## src/rtl/cuppa_trig_mc.sv

```systemverilog
// Multi-channel ADC threshold / external trigger controller with holdoff and
// single-shot or auto-rearm operation.
module cuppa_trig_mc #(
  parameter int unsigned N_CHAN    = 4,
  parameter int unsigned DATA_W    = 12,
  parameter int unsigned HOLDOFF_W = 16
) (
  input  logic                       clk,
  input  logic                       rst,
  input  logic [N_CHAN*DATA_W-1:0]   adc_data,
  input  logic                       adc_valid,
  input  logic                       trig_et,
  input  logic                       trig_gt,
  input  logic                       trig_lt,
  input  logic                       trig_run,
  input  logic [DATA_W-1:0]          trig_thresh,
  input  logic                       thresh_trig_en,
  input  logic                       ext_trig_en,
  input  logic [N_CHAN-1:0]          chan_mask,
  input  logic [HOLDOFF_W-1:0]       holdoff,
  input  logic                       arm,
  input  logic                       ext_trig_in,
  input  logic                       count_clr,
  output logic                       trig_out,
  output logic [1:0]                 trig_src,
  output logic [N_CHAN-1:0]          trig_chan,
  output logic                       armed,
  output logic [15:0]                trig_count
);

  typedef enum logic [1:0] {StIdle, StArmed, StHoldoff} state_e;

  state_e               state_q;
  logic [HOLDOFF_W-1:0] hold_cnt_q;
  logic [N_CHAN-1:0]    prev_q;
  logic [N_CHAN-1:0]    cond;
  logic [N_CHAN-1:0]    hit;
  logic                 ext_s1_q, ext_s2_q, ext_s3_q;
  logic                 thr_evt, ext_evt;
  logic                 trig_out_q;
  logic [1:0]           trig_src_q;
  logic [N_CHAN-1:0]    trig_chan_q;
  logic [15:0]          count_q;

  for (genvar k = 0; k < N_CHAN; k++) begin : g_chan
    logic [DATA_W-1:0] sample;
    assign sample  = adc_data[k*DATA_W +: DATA_W];
    assign cond[k] = chan_mask[k] & ((trig_gt & (sample > trig_thresh)) |
                                     (trig_lt & (sample < trig_thresh)) |
                                     (trig_et & (sample == trig_thresh)));
  end

  // Rising crossing only: condition true now, false on the previous valid sample.
  assign hit     = {N_CHAN{adc_valid}} & cond & ~prev_q;
  assign thr_evt = thresh_trig_en & (|hit);
  assign ext_evt = ext_trig_en & ext_s2_q & ~ext_s3_q;

  // Edge tracking runs in every state so a condition held through holdoff
  // does not re-fire on re-arm.
  always_ff @(posedge clk or posedge rst) begin
    if (rst) begin
      prev_q   <= '0;
      ext_s1_q <= 1'b0;
      ext_s2_q <= 1'b0;
      ext_s3_q <= 1'b0;
    end else begin
      if (adc_valid) prev_q <= cond;
      ext_s1_q <= ext_trig_in;
      ext_s2_q <= ext_s1_q;
      ext_s3_q <= ext_s2_q;
    end
  end

  always_ff @(posedge clk or posedge rst) begin
    if (rst) begin
      state_q     <= StIdle;
      hold_cnt_q  <= '0;
      trig_out_q  <= 1'b0;
      trig_src_q  <= '0;
      trig_chan_q <= '0;
    end else begin
      trig_out_q <= 1'b0;
      unique case (state_q)
        StIdle: begin
          if (arm || trig_run) state_q <= StArmed;
        end
        StArmed: begin
          if (thr_evt || ext_evt) begin
            trig_out_q  <= 1'b1;
            trig_src_q  <= {ext_evt, thr_evt};
            trig_chan_q <= thr_evt ? hit : '0;
            if (holdoff == '0) begin
              state_q <= trig_run ? StArmed : StIdle;
            end else begin
              state_q    <= StHoldoff;
              hold_cnt_q <= holdoff;
            end
          end
        end
        StHoldoff: begin
          if (hold_cnt_q <= HOLDOFF_W'(1)) begin
            hold_cnt_q <= '0;
            state_q    <= trig_run ? StArmed : StIdle;
          end else begin
            hold_cnt_q <= hold_cnt_q - HOLDOFF_W'(1);
          end
        end
        default: state_q <= StIdle;
      endcase
    end
  end

  // Clear has priority so a clear coinciding with a pulse leaves zero.
  always_ff @(posedge clk or posedge rst) begin
    if (rst) begin
      count_q <= '0;
    end else if (count_clr) begin
      count_q <= '0;
    end else if (trig_out_q && (count_q != 16'hFFFF)) begin
      count_q <= count_q + 16'd1;
    end
  end

  assign trig_out   = trig_out_q;
  assign trig_src   = trig_src_q;
  assign trig_chan  = trig_chan_q;
  assign armed      = (state_q == StArmed);
  assign trig_count = count_q;

endmodule

```

## config.mk

```make
export PLATFORM = sky130hd
export DESIGN_NAME = cuppa_trig_mc
export DESIGN_NICKNAME = d
export VERILOG_FILES = /design/src/rtl/cuppa_trig_mc.sv
export SDC_FILE = /design/constraint.sdc
export NUM_CORES = 1
export LEC_CHECK = 0
export CORE_UTILIZATION = 52
export DETAILED_ROUTE_END_ITERATION = 10
export PLACE_DENSITY = 0.87
export SYNTH_ARGS = -nofsm -noshare
export SYNTH_HDL_FRONTEND = slang
export SYNTH_SLANG_ARGS = --single-unit
```

## constraint.sdc

```tcl
create_clock -name clk -period 3.5 [get_ports clk]
set_input_delay 0.7 -clock clk [delete_from_list [all_inputs] [get_ports clk]]
set_output_delay 0.7 -clock clk [all_outputs]
set_load 0.02 [all_outputs]
```

==> results_dict.tcl, run 1 <==
set metrics [dict create \
    syn_avg_cell_area_um2 8.77 \
    timing.rr.start "hold_cnt_q[4]$_DFFE_PP0P_" \
    hold_path_class "reg2reg" \
    cts_made_buffers 5 \
    place.gp.congestion 0.936 \
    core_um2 6940 \
    holdPathEnd "ext_s2_q$_DFF_PP0_" \
    ant_nets 0 \
    maxCapViolations 0 \
    dp_slack_ps -285 \
    crit_chain "clkdlybuf4s50_1, inv_1, ha_1, a21o_1, a21o_1, a2111oi_4, mux2_2, nor4b_4, o21a_2, mux2_4" \
    worst_slew_pin_slew_ps 990 \
    cp-end-kind "flop" \
    relSlewSlack_pct 33.9 \
    grt_max_degree 49 \
    fill_cells 492 \
    start_util_pct 54.8 \
    drive_above_1_share_pct 8.99 \
    clkLatencyLatePin_ps 310 \
    cts-htree-levels 2 \
    yosysSeqAreaShare_pct 31.6 \
    die_area_um2 7660 \
    grt_pass1_wl_mm 17.3 \
    p_leak_nw 2.38 \
    r2r_end "hold_cnt_q[14]$_DFFE_PP0P_" \
    post-route-min-period_ps 3410 \
    place_area_um2 5160 \
    whs_path_depth 0 \
    yosysTopAreaCell "dfrtp_1" \
    critPathSlowestCell "clkdlybuf4s50_1" \
    clkTransAtPathRegs_ps 90 \
    holdWs_ps 366 \
    start_kind "primary input" \
    rrSetupSlack_ps 650 \
    synth.distinct_cells 48 \
    powerDensity_nw_per_um2 453 \
    fmax_mhz 294 \
    netlist_area_um2 3800 \
    cpPeakStageDelay_ps 450 \
    stdcell_count 663 \
    dieHeight_um 87.5 \
    post_drt_wl_per_cell_um 16.2 \
    grt_pass1_vias 3889 \
    cts_root_buf "clkbuf_8" \
    seq_area_um2 1200 \
    required_ps 3690 \
    portBuffers 115 \
    synth_area_leaders "dfrtp_1 32%, ha_1 17%, a21oi_1 4.3%, nor2_1 3.8%, mux2i_1 3.2%" \
    status "finished, final reports clean" \
    grt_usage_pct 28.7 \
    ff2ff_path_depth 8 \
    antenna_cells 0 \
    syn-num-nets 577 \
    core.rowCount 30 \
    place_inst 652 \
    finalPower_mw 2.42 \
    viasPerCell 5.96 \
    synth.most_common_cell "ha_1" \
    crit_fanout 4 \
    clock_sinks 48 \
    finalSetupViolCount 0 \
    worstPathArrival_ps 3600 \
    io-pin-count 116 \
    stdcell_area_um2 5350 \
    dr.pass1.iters 6 \
    multiInputGateArea_um2 2490 \
    drc_errors 0 \
    async_reset_ff_share_pct 100 \
    critPathBufInv 2 \
    yosysWarningCount 0 \
    hpwl_mm 8.44 \
    finalClockSkew_ps 7.57 \
    cp_top_family "compound AO/OA/AOI/OAI gates" \
    synthCells 434 \
    ir_worst_vdd_v 0.000341 \
    cts_buffer_depth 2 \
    nets 709 \
    finalMaxSlewViolations 0 \
    fp.dieW_um 87.5 \
    tritoncts "done" \
    dr_total_vias 3954 \
    syn2layout_area_growth_pct 40.6 \
    synth_top_cells_by_count "51 x ha_1, 48 x dfrtp_1, 39 x nor2_1" \
    fin_ws_ps 93.8 \
    worst-setup-path-type "in2reg" \
    antenna_found_initial 0 \
    ys_ff_latch 48 \
    synth_top_area_share_pct 31.6 \
    drt_iter0_drc 210 \
    finalHoldViolCount 0 \
    fin_crit_sh_pct 97.3 \
    min-delay-start "ext_s1_q$_DFF_PP0_" \
    synth_enable_flop_cells 0 \
    grt.overflow.total 0 \
    finalWirelength_mm 10.7 \
    synth_ff_type "dfrtp_1" \
    cpMostUsedCell "a21o_1" \
]
==> stage by stage <==
step                      utilization, %  setup TNS, ps
final                               77.1              0
after global routing                77.1          -50.8
after CTS                           75.6              0
after detailed placement            74.3          -6050
after global placement              74.3          -5550
after floorplan                        -              0
==> registers in the layout, summed over array words and instances (netlist names) <==
| register | cells |
|---|---|
| hold_cnt_q | 16 |
| trig_count | 16 |
| prev_q | 4 |
| trig_chan | 4 |
| state_q | 2 |
| trig_src | 2 |
| ext_s1_q | 1 |
| ext_s2_q | 1 |
| ext_s3_q | 1 |
| trig_out | 1 |
==> metal layers <==
layer,global-route usage (%),wire [um]
met5,0,0
met4,10.9,324
met3,3.39,559
met2,51.6,5480
met1,35.3,4350
==> layout by cell type (no fill, tap or decap), types with 2 or more instances in the layout <==
| cell | synthesis | final |
|---|---|---|
| clkdlybuf4s50_1 | 0 | 115 |
| a22oi_1 | 7 | 7 |
| a31o_2 | 2 | 2 |
| buf_4 | 1 | 22 |
| mux2_2 | 2 | 2 |
| nand4b_1 | 2 | 2 |
| nor2_1 | 39 | 39 |
| mux2i_1 | 12 | 11 |
| xnor2_1 | 3 | 3 |
| a21o_1 | 14 | 14 |
| o211ai_1 | 5 | 5 |
| nor3_2 | 0 | 3 |
| a211oi_1 | 4 | 3 |
| clkbuf_8 | 0 | 5 |
| and2_1 | 6 | 6 |
| nor4_1 | 6 | 6 |
| nand2_1 | 23 | 23 |
| inv_2 | 0 | 2 |
| o21ai_0 | 22 | 22 |
| nor3_1 | 24 | 21 |
| a32oi_1 | 5 | 5 |
| ha_1 | 51 | 50 |
| dfrtp_1 | 48 | 48 |
| buf_6 | 2 | 3 |
| o22ai_1 | 14 | 14 |
| nand2b_1 | 4 | 4 |
| xor2_1 | 10 | 10 |
| nand4_1 | 18 | 18 |
| or3_1 | 3 | 3 |
| a21oi_1 | 33 | 33 |
| inv_1 | 28 | 26 |
| nand3_1 | 9 | 9 |
| and4_1 | 2 | 2 |
| and3_1 | 3 | 3 |
| nor2b_1 | 5 | 5 |
==> worst max path at each step <==
stage | start | end | cells past startpoint
floorplan | trig_thresh[1] | hold_cnt_q[3]$_DFFE_PP0P_ | 11
detailed placement | trig_thresh[1] | state_q[1]$_DFFE_PP0P_ | 12
global route | trig_thresh[9] | hold_cnt_q[3]$_DFFE_PP0P_ | 10
CTS | trig_thresh[1] | hold_cnt_q[0]$_DFFE_PP0P_ | 12
global placement | trig_thresh[1] | hold_cnt_q[3]$_DFFE_PP0P_ | 11
finish | trig_thresh[9] | hold_cnt_q[3]$_DFFE_PP0P_ | 10
==> area by class of cell <==
class	instances	area share [%]
Multi-Input combinational cell	343	46.5
Timing Repair Buffer	140	25.2
Sequential cell	48	22.4
Tap cell	96	2.24
Inverter	28	1.96
Clock buffer	6	1.36
Clock inverter	2	0.304
==> where the power goes <==
group | internal [mW] | leakage, nW | switching (mW)
clock | 0.142 | 0.0414 | 0.194
sequential | 0.705 | 0.622 | 0.119
combinational | 0.580 | 1.71 | 0.683
==> kinds of logic after synthesis <==
kind of cell / Yosys count / share of synthesized area (%)
and+or+nand+nor: 149 / 20.3
xor gates and xnor gates: 13 / 2.99
DFF: 48 / 31.6
buffers and inverters: 43 / 4.83
adders and majority gates: 51 / 16.8
AOI/OAI and AO/OA: 115 / 19.5
muxes: 15 / 4.04
==> timing repair <==
| action | CTS | global route |
|---|---|---|
| setup buffers | 0 | 3 |
| resized for setup | 0 | 15 |
| setup endpoints to repair | 0 | 25 |
| hold buffers | 0 | 0 |
(Power assumes the default switching activity.)
==> run 2, diff against run 1 <==
--- a/config.mk
+++ b/config.mk
@@ -5,9 +5,10 @@
 export SDC_FILE = /design/constraint.sdc
 export NUM_CORES = 1
 export LEC_CHECK = 0
-export CORE_UTILIZATION = 52
+export CORE_UTILIZATION = 53
+export CTS_BUF_LIST = sky130_fd_sc_hd__clkbuf_8
 export DETAILED_ROUTE_END_ITERATION = 10
-export PLACE_DENSITY = 0.87
+export PLACE_DENSITY = 0.89
 export SYNTH_ARGS = -nofsm -noshare
 export SYNTH_HDL_FRONTEND = slang
 export SYNTH_SLANG_ARGS = --single-unit
==> run 2 against run 1 <==
Against the previous run: wire length is 4.0% higher; critical path type unchanged; clock skew rose by 0.74 ps; hold slack lost 19 ps; clock power is 46% higher; highest routed layer unchanged; sequential share of layout area shrank 0.23 points; largest power group unchanged; sequential cell count stayed put.
==> results_dict.tcl, run 2 (synthesis results as in run 1) <==
set metrics [dict create \
    nets 709 \
    place.gp.congestion 0.916 \
    cts-htree-levels 2 \
    fin_crit_sh_pct 97.4 \
    grt_pass1_wl_mm 18.1 \
    drc_errors 0 \
    finalPower_mw 2.60 \
    crit_fanout 4 \
    finalWirelength_mm 11.1 \
    portBuffers 115 \
    grt_pass1_vias 4006 \
    tritoncts "done" \
    post-route-min-period_ps 3410 \
    drt_iter0_drc 295 \
    post_drt_wl_per_cell_um 16.8 \
    dr.pass1.iters 5 \
    fp.dieW_um 86.7 \
    clkTransAtPathRegs_ps 100 \
    viasPerCell 5.98 \
    antenna_cells 0 \
    cpPeakStageDelay_ps 540 \
    status "finished, final reports clean" \
    fin_ws_ps 89.9 \
    fill_cells 454 \
    finalSetupViolCount 0 \
    dieHeight_um 86.7 \
    p_leak_nw 2.40 \
    cts_root_buf "clkbuf_8" \
    grt_max_degree 49 \
    holdWs_ps 348 \
    antenna_found_initial 0 \
    core.rowCount 30 \
    hold_path_class "reg2reg" \
    maxCapViolations 0 \
    dp_slack_ps -358 \
    worstPathArrival_ps 3610 \
    finalHoldViolCount 0 \
    io-pin-count 116 \
    core_um2 6870 \
    worst-setup-path-type "in2reg" \
    syn2layout_area_growth_pct 42.1 \
    cts_made_buffers 5 \
    worst_slew_pin_slew_ps 998 \
    dr_total_vias 3968 \
    powerDensity_nw_per_um2 481 \
    die_area_um2 7520 \
    cts_buffer_depth 2 \
    grt.overflow.total 0 \
    critPathBufInv 3 \
    drive_above_1_share_pct 8.99 \
    ir_worst_vdd_v 0.000396 \
    critPathSlowestCell "or4_4" \
    final_common_cell "clkdlybuf4s50_1" \
    ant_nets 0 \
    start_util_pct 55.4 \
    hpwl_mm 8.47 \
    finalMaxSlewViolations 0 \
    relSlewSlack_pct 33.4 \
    finalClockSkew_ps 8.31 \
    cp_top_family "simple AND/OR/NAND/NOR gates" \
    clkLatencyLatePin_ps 310 \
    required_ps 3700 \
    start_kind "primary input" \
    hold_buffers 0 \
    final_cell_mix "115 x clkdlybuf4s50_1, 49 x ha_1, 48 x dfrtp_1" \
    fmax_mhz 293 \
    grt_usage_pct 30.6 \
    crit_chain "clkdlybuf4s50_1, inv_2, ha_4, buf_4, nand4_1, nor3_2, a21o_1, or4_4, and3_4, nor4b_4, o21a_1, mux2_1" \
    clock_sinks 48 \
    cp-end-kind "flop" \
]
run 2: cell types whose count changed in the layout (fill, tap and decap cells not counted), sizes merged:
| cell | before | now |
|---|---|---|
| clkbuf | 6 | 5 |
| inv | 28 | 29 |
| clkinv | 1 | 0 |
| clkinvlp | 1 | 0 |
| bufinv | 0 | 2 |
run 2: final cells by class:
class,instances,area (um2),share of cell area [%]
Clock inverter,3,68.8,1.27
Timing Repair Buffer,140,1350,24.9
Tap cell,96,120,2.22
Clock buffer,5,68.8,1.27
Sequential cell,48,1200,22.2
Multi-Input combinational cell,343,2500,46.2
Inverter,28,105,1.94
run 2: worst paths after layout:
check	slack, ps	to	cells after the start	start
max	90	hold_cnt_q[3]$_DFFE_PP0P_	12	trig_thresh[9]
min	350	ext_s2_q$_DFF_PP0_	0	ext_s1_q$_DFF_PP0_
max reg2reg	620	hold_cnt_q[10]$_DFFE_PP0P_	8	hold_cnt_q[6]$_DFFE_PP0P_
min reg2reg	350	ext_s2_q$_DFF_PP0_	0	ext_s1_q$_DFF_PP0_
max in group asynchronous	1930	hold_cnt_q[2]$_DFFE_PP0P_	2	rst
min in group asynchronous	940	ext_s2_q$_DFF_PP0_	2	rst
run 2: metrics by stage:
step                utilization (%)  instance area (um2)  TNS [ps]  std cells
floorplan                         -                 3800         0        434
global placement               75.0                 5150     -5610        651
detailed placement             75.0                 5150     -7230        651
CTS                            77.1                 5300         0        659
global route                   78.7                 5410     -11.5        663
finish                         78.7                 5410         0        663
run 2: routing by layer:
metal / global-route usage (%) / up-vias / part of all wire (%) / routed length (um)
met5: 0 / - / 0 / 0
met4: 10.8 / 0 / 1.7 / 191
met3: 4.29 / 19 / 5.4 / 606
met2: 54.3 / 149 / 52 / 5800
met1: 38.0 / 1916 / 41 / 4540
li1: - / 1884 / - / -
run 2: report_power, final:
part / switching [mW] / internal, mW / total (mW)
Sequential: 0.119 / 0.705 / 0.824
Combinational: 0.714 / 0.572 / 1.29
Clock: 0.204 / 0.288 / 0.492
run 2: timing repair:
| action | 4_1_cts | 5_1_grt |
|---|---|---|
| buffers inserted | 0 | 4 |
| endpoints found under the setup margin | 4 | 23 |
| gates cloned | 0 | 0 |
| pin swaps | 2 | 9 |
| gates resized for setup | 1 | 14 |
==> run 3, diff against run 2 <==
--- a/config.mk
+++ b/config.mk
@@ -5,10 +5,12 @@
 export SDC_FILE = /design/constraint.sdc
 export NUM_CORES = 1
 export LEC_CHECK = 0
-export CORE_UTILIZATION = 53
+export CELL_PAD_IN_SITES_DETAIL_PLACEMENT = 1
+export CELL_PAD_IN_SITES_GLOBAL_PLACEMENT = 2
+export CORE_UTILIZATION = 30
 export CTS_BUF_LIST = sky130_fd_sc_hd__clkbuf_8
 export DETAILED_ROUTE_END_ITERATION = 10
-export PLACE_DENSITY = 0.89
+export PLACE_DENSITY_LB_ADDON = 0.1
 export SYNTH_ARGS = -nofsm -noshare
 export SYNTH_HDL_FRONTEND = slang
 export SYNTH_SLANG_ARGS = --single-unit
==> run 3 against run 2 <==
Against the previous run: non-clock buffer count is 9 higher; cell area is 5.8% higher; clock skew is 0.58 ps higher; clock-buffer cell count stayed put; utilization is 32 points lower; first-iteration DRC count is 46% lower.
==> results_dict.tcl, run 3 (synthesis results as in run 1) <==
set metrics [dict create \
    p_leak_nw 2.48 \
    portBuffers 115 \
    stdcell_area_um2 5720 \
    status "finished, final reports clean" \
    power_frac_seq_pct 31.3 \
    place.gp.congestion 0.795 \
    pwr-share-comb_pct 50.8 \
    grt_pass1_vias 4012 \
    core_um2 12200 \
    tritoncts "done" \
    cts_made_buffers 5 \
    clkLatencyLatePin_ps 300 \
    drive_above_1_share_pct 14.4 \
    syn2layout_area_growth_pct 50.3 \
    crit_fanout 4 \
    fp.dieW_um 115 \
    post-route-min-period_ps 3380 \
    fin_ws_ps 125 \
    dr.pass1.iters 4 \
    drt_iter0_drc 160 \
    finalPower_mw 2.64 \
    post_drt_wl_per_cell_um 16.7 \
    die_area_um2 13100 \
    finalSetupViolCount 0 \
    finalClockSkew_ps 8.90 \
    worstPathArrival_ps 3560 \
    grt_max_degree 49 \
    internal_power_mw 1.59 \
    critPathBufInv 2 \
    holdWs_ps 377 \
    nets 718 \
    fill_cells 1456 \
    hpwl_mm 9.83 \
    antenna_cells 0 \
    grt_pass1_wl_mm 20.0 \
    io-pin-count 116 \
    grt.overflow.total 0 \
    viasPerCell 5.15 \
    dr_total_vias 3826 \
    relSlewSlack_pct 31.6 \
    finalHoldViolCount 0 \
    fin_tns_setup_ps 0 \
    core.rowCount 40 \
    powerDensity_nw_per_um2 462 \
    cts_root_buf "clkbuf_8" \
    cp_top_family "simple AND/OR/NAND/NOR gates" \
    cts-htree-levels 2 \
    start_kind "primary input" \
    start_util_pct 31.2 \
    cpMostUsedCell "a21o_1" \
    final_core_util_pct 46.8 \
    dp_slack_ps -465 \
    sw_frac_of_total_pct 39.7 \
    cts_buffer_depth 2 \
    fmax_mhz 296 \
    p_sw_mw 1.05 \
    cp-end-kind "flop" \
    clock_sinks 48 \
    place_inst 732 \
    drc_errors 0 \
    ant_nets 0 \
    cpPeakStageDelay_ps 500 \
    critPathSlowestCell "or4_4" \
    place_area_um2 5310 \
    clkTransAtPathRegs_ps 90 \
    finalWirelength_mm 12.4 \
    worst_slew_pin_slew_ps 1030 \
    antenna_found_initial 0 \
    hold_path_class "reg2reg" \
    crit_chain "clkdlybuf4s50_1, inv_2, ha_4, a21o_1, a21o_1, a21o_1, or4_4, and3_4, nor4b_4, o21a_2, mux2_4" \
    clock_power_share_pct 17.9 \
    required_ps 3680 \
    maxCapViolations 0 \
    worst-setup-path-type "in2reg" \
    stdcell_count 743 \
    ir_worst_vdd_v 0.000217 \
    grt_usage_pct 19.3 \
    final_common_cell "clkdlybuf4s50_1" \
    finalMaxSlewViolations 0 \
    fin_crit_sh_pct 96.4 \
    final_cell_mix "111 x clkdlybuf4s50_1, 48 x dfrtp_1, 42 x ha_1" \
    dieHeight_um 115 \
]
==> run 3: changes by cell type in the layout (fill, tap and decap cells not counted), sizes merged <==
cell / previous run / this run
buf: 25 / 34
inv: 29 / 28
dlymetal6s2s: 0 / 4
clkdlybuf4s50: 115 / 111
==> run 3: layout make-up <==
type / count / area (um2) / share of cell area [%]
timing repair buffer: 149 / 1420 / 24.9
multi-input combinational: 343 / 2650 / 46.3
tap: 168 / 210 / 3.68
sequential: 48 / 1200 / 21.0
clock buffer: 5 / 68.8 / 1.20
inverter: 28 / 105 / 1.84
clock inverter: 2 / 60.1 / 1.05
==> run 3: repair_timing <==
item / in CTS / in global routing
setup endpoints to repair: 20 / 25
resized for setup: 12 / 32
hold buffers: 0 / 0
setup buffers: 2 / 2
pin swaps: 7 / 17
==> run 3: routing by layer <==
layer,global-route usage (%),routed length (um),up-vias
li1,-,-,1884
met1,25.9,5880,1843
met2,33.4,5860,92
met3,2.91,572,7
met4,2.68,61,0
met5,0,0,-
==> run 3: final timing paths <==
kind,cells past startpoint,slack (ps),from,end
setup reg to reg,9,750,hold_cnt_q[4]$_DFFE_PP0P_,hold_cnt_q[6]$_DFFE_PP0P_
hold / removal,0,380,ext_s2_q$_DFF_PP0_,ext_s3_q$_DFF_PP0_
hold reg to reg,0,380,ext_s2_q$_DFF_PP0_,ext_s3_q$_DFF_PP0_
min in group asynchronous,2,980,rst,ext_s1_q$_DFF_PP0_
setup / recovery,11,120,trig_thresh[9],hold_cnt_q[3]$_DFFE_PP0P_
max in group asynchronous,2,1890,rst,hold_cnt_q[6]$_DFFE_PP0P_
==> run 3: power groups by stage <==
stage	Combinational [mW]	Sequential [mW]	Clock (mW)
floorplan	0.767	0.843	0
global placement	1.24	0.832	0
detailed placement	1.27	0.836	0
CTS	1.30	0.828	0.488
global route	1.48	0.852	0.498
finish	1.34	0.827	0.472
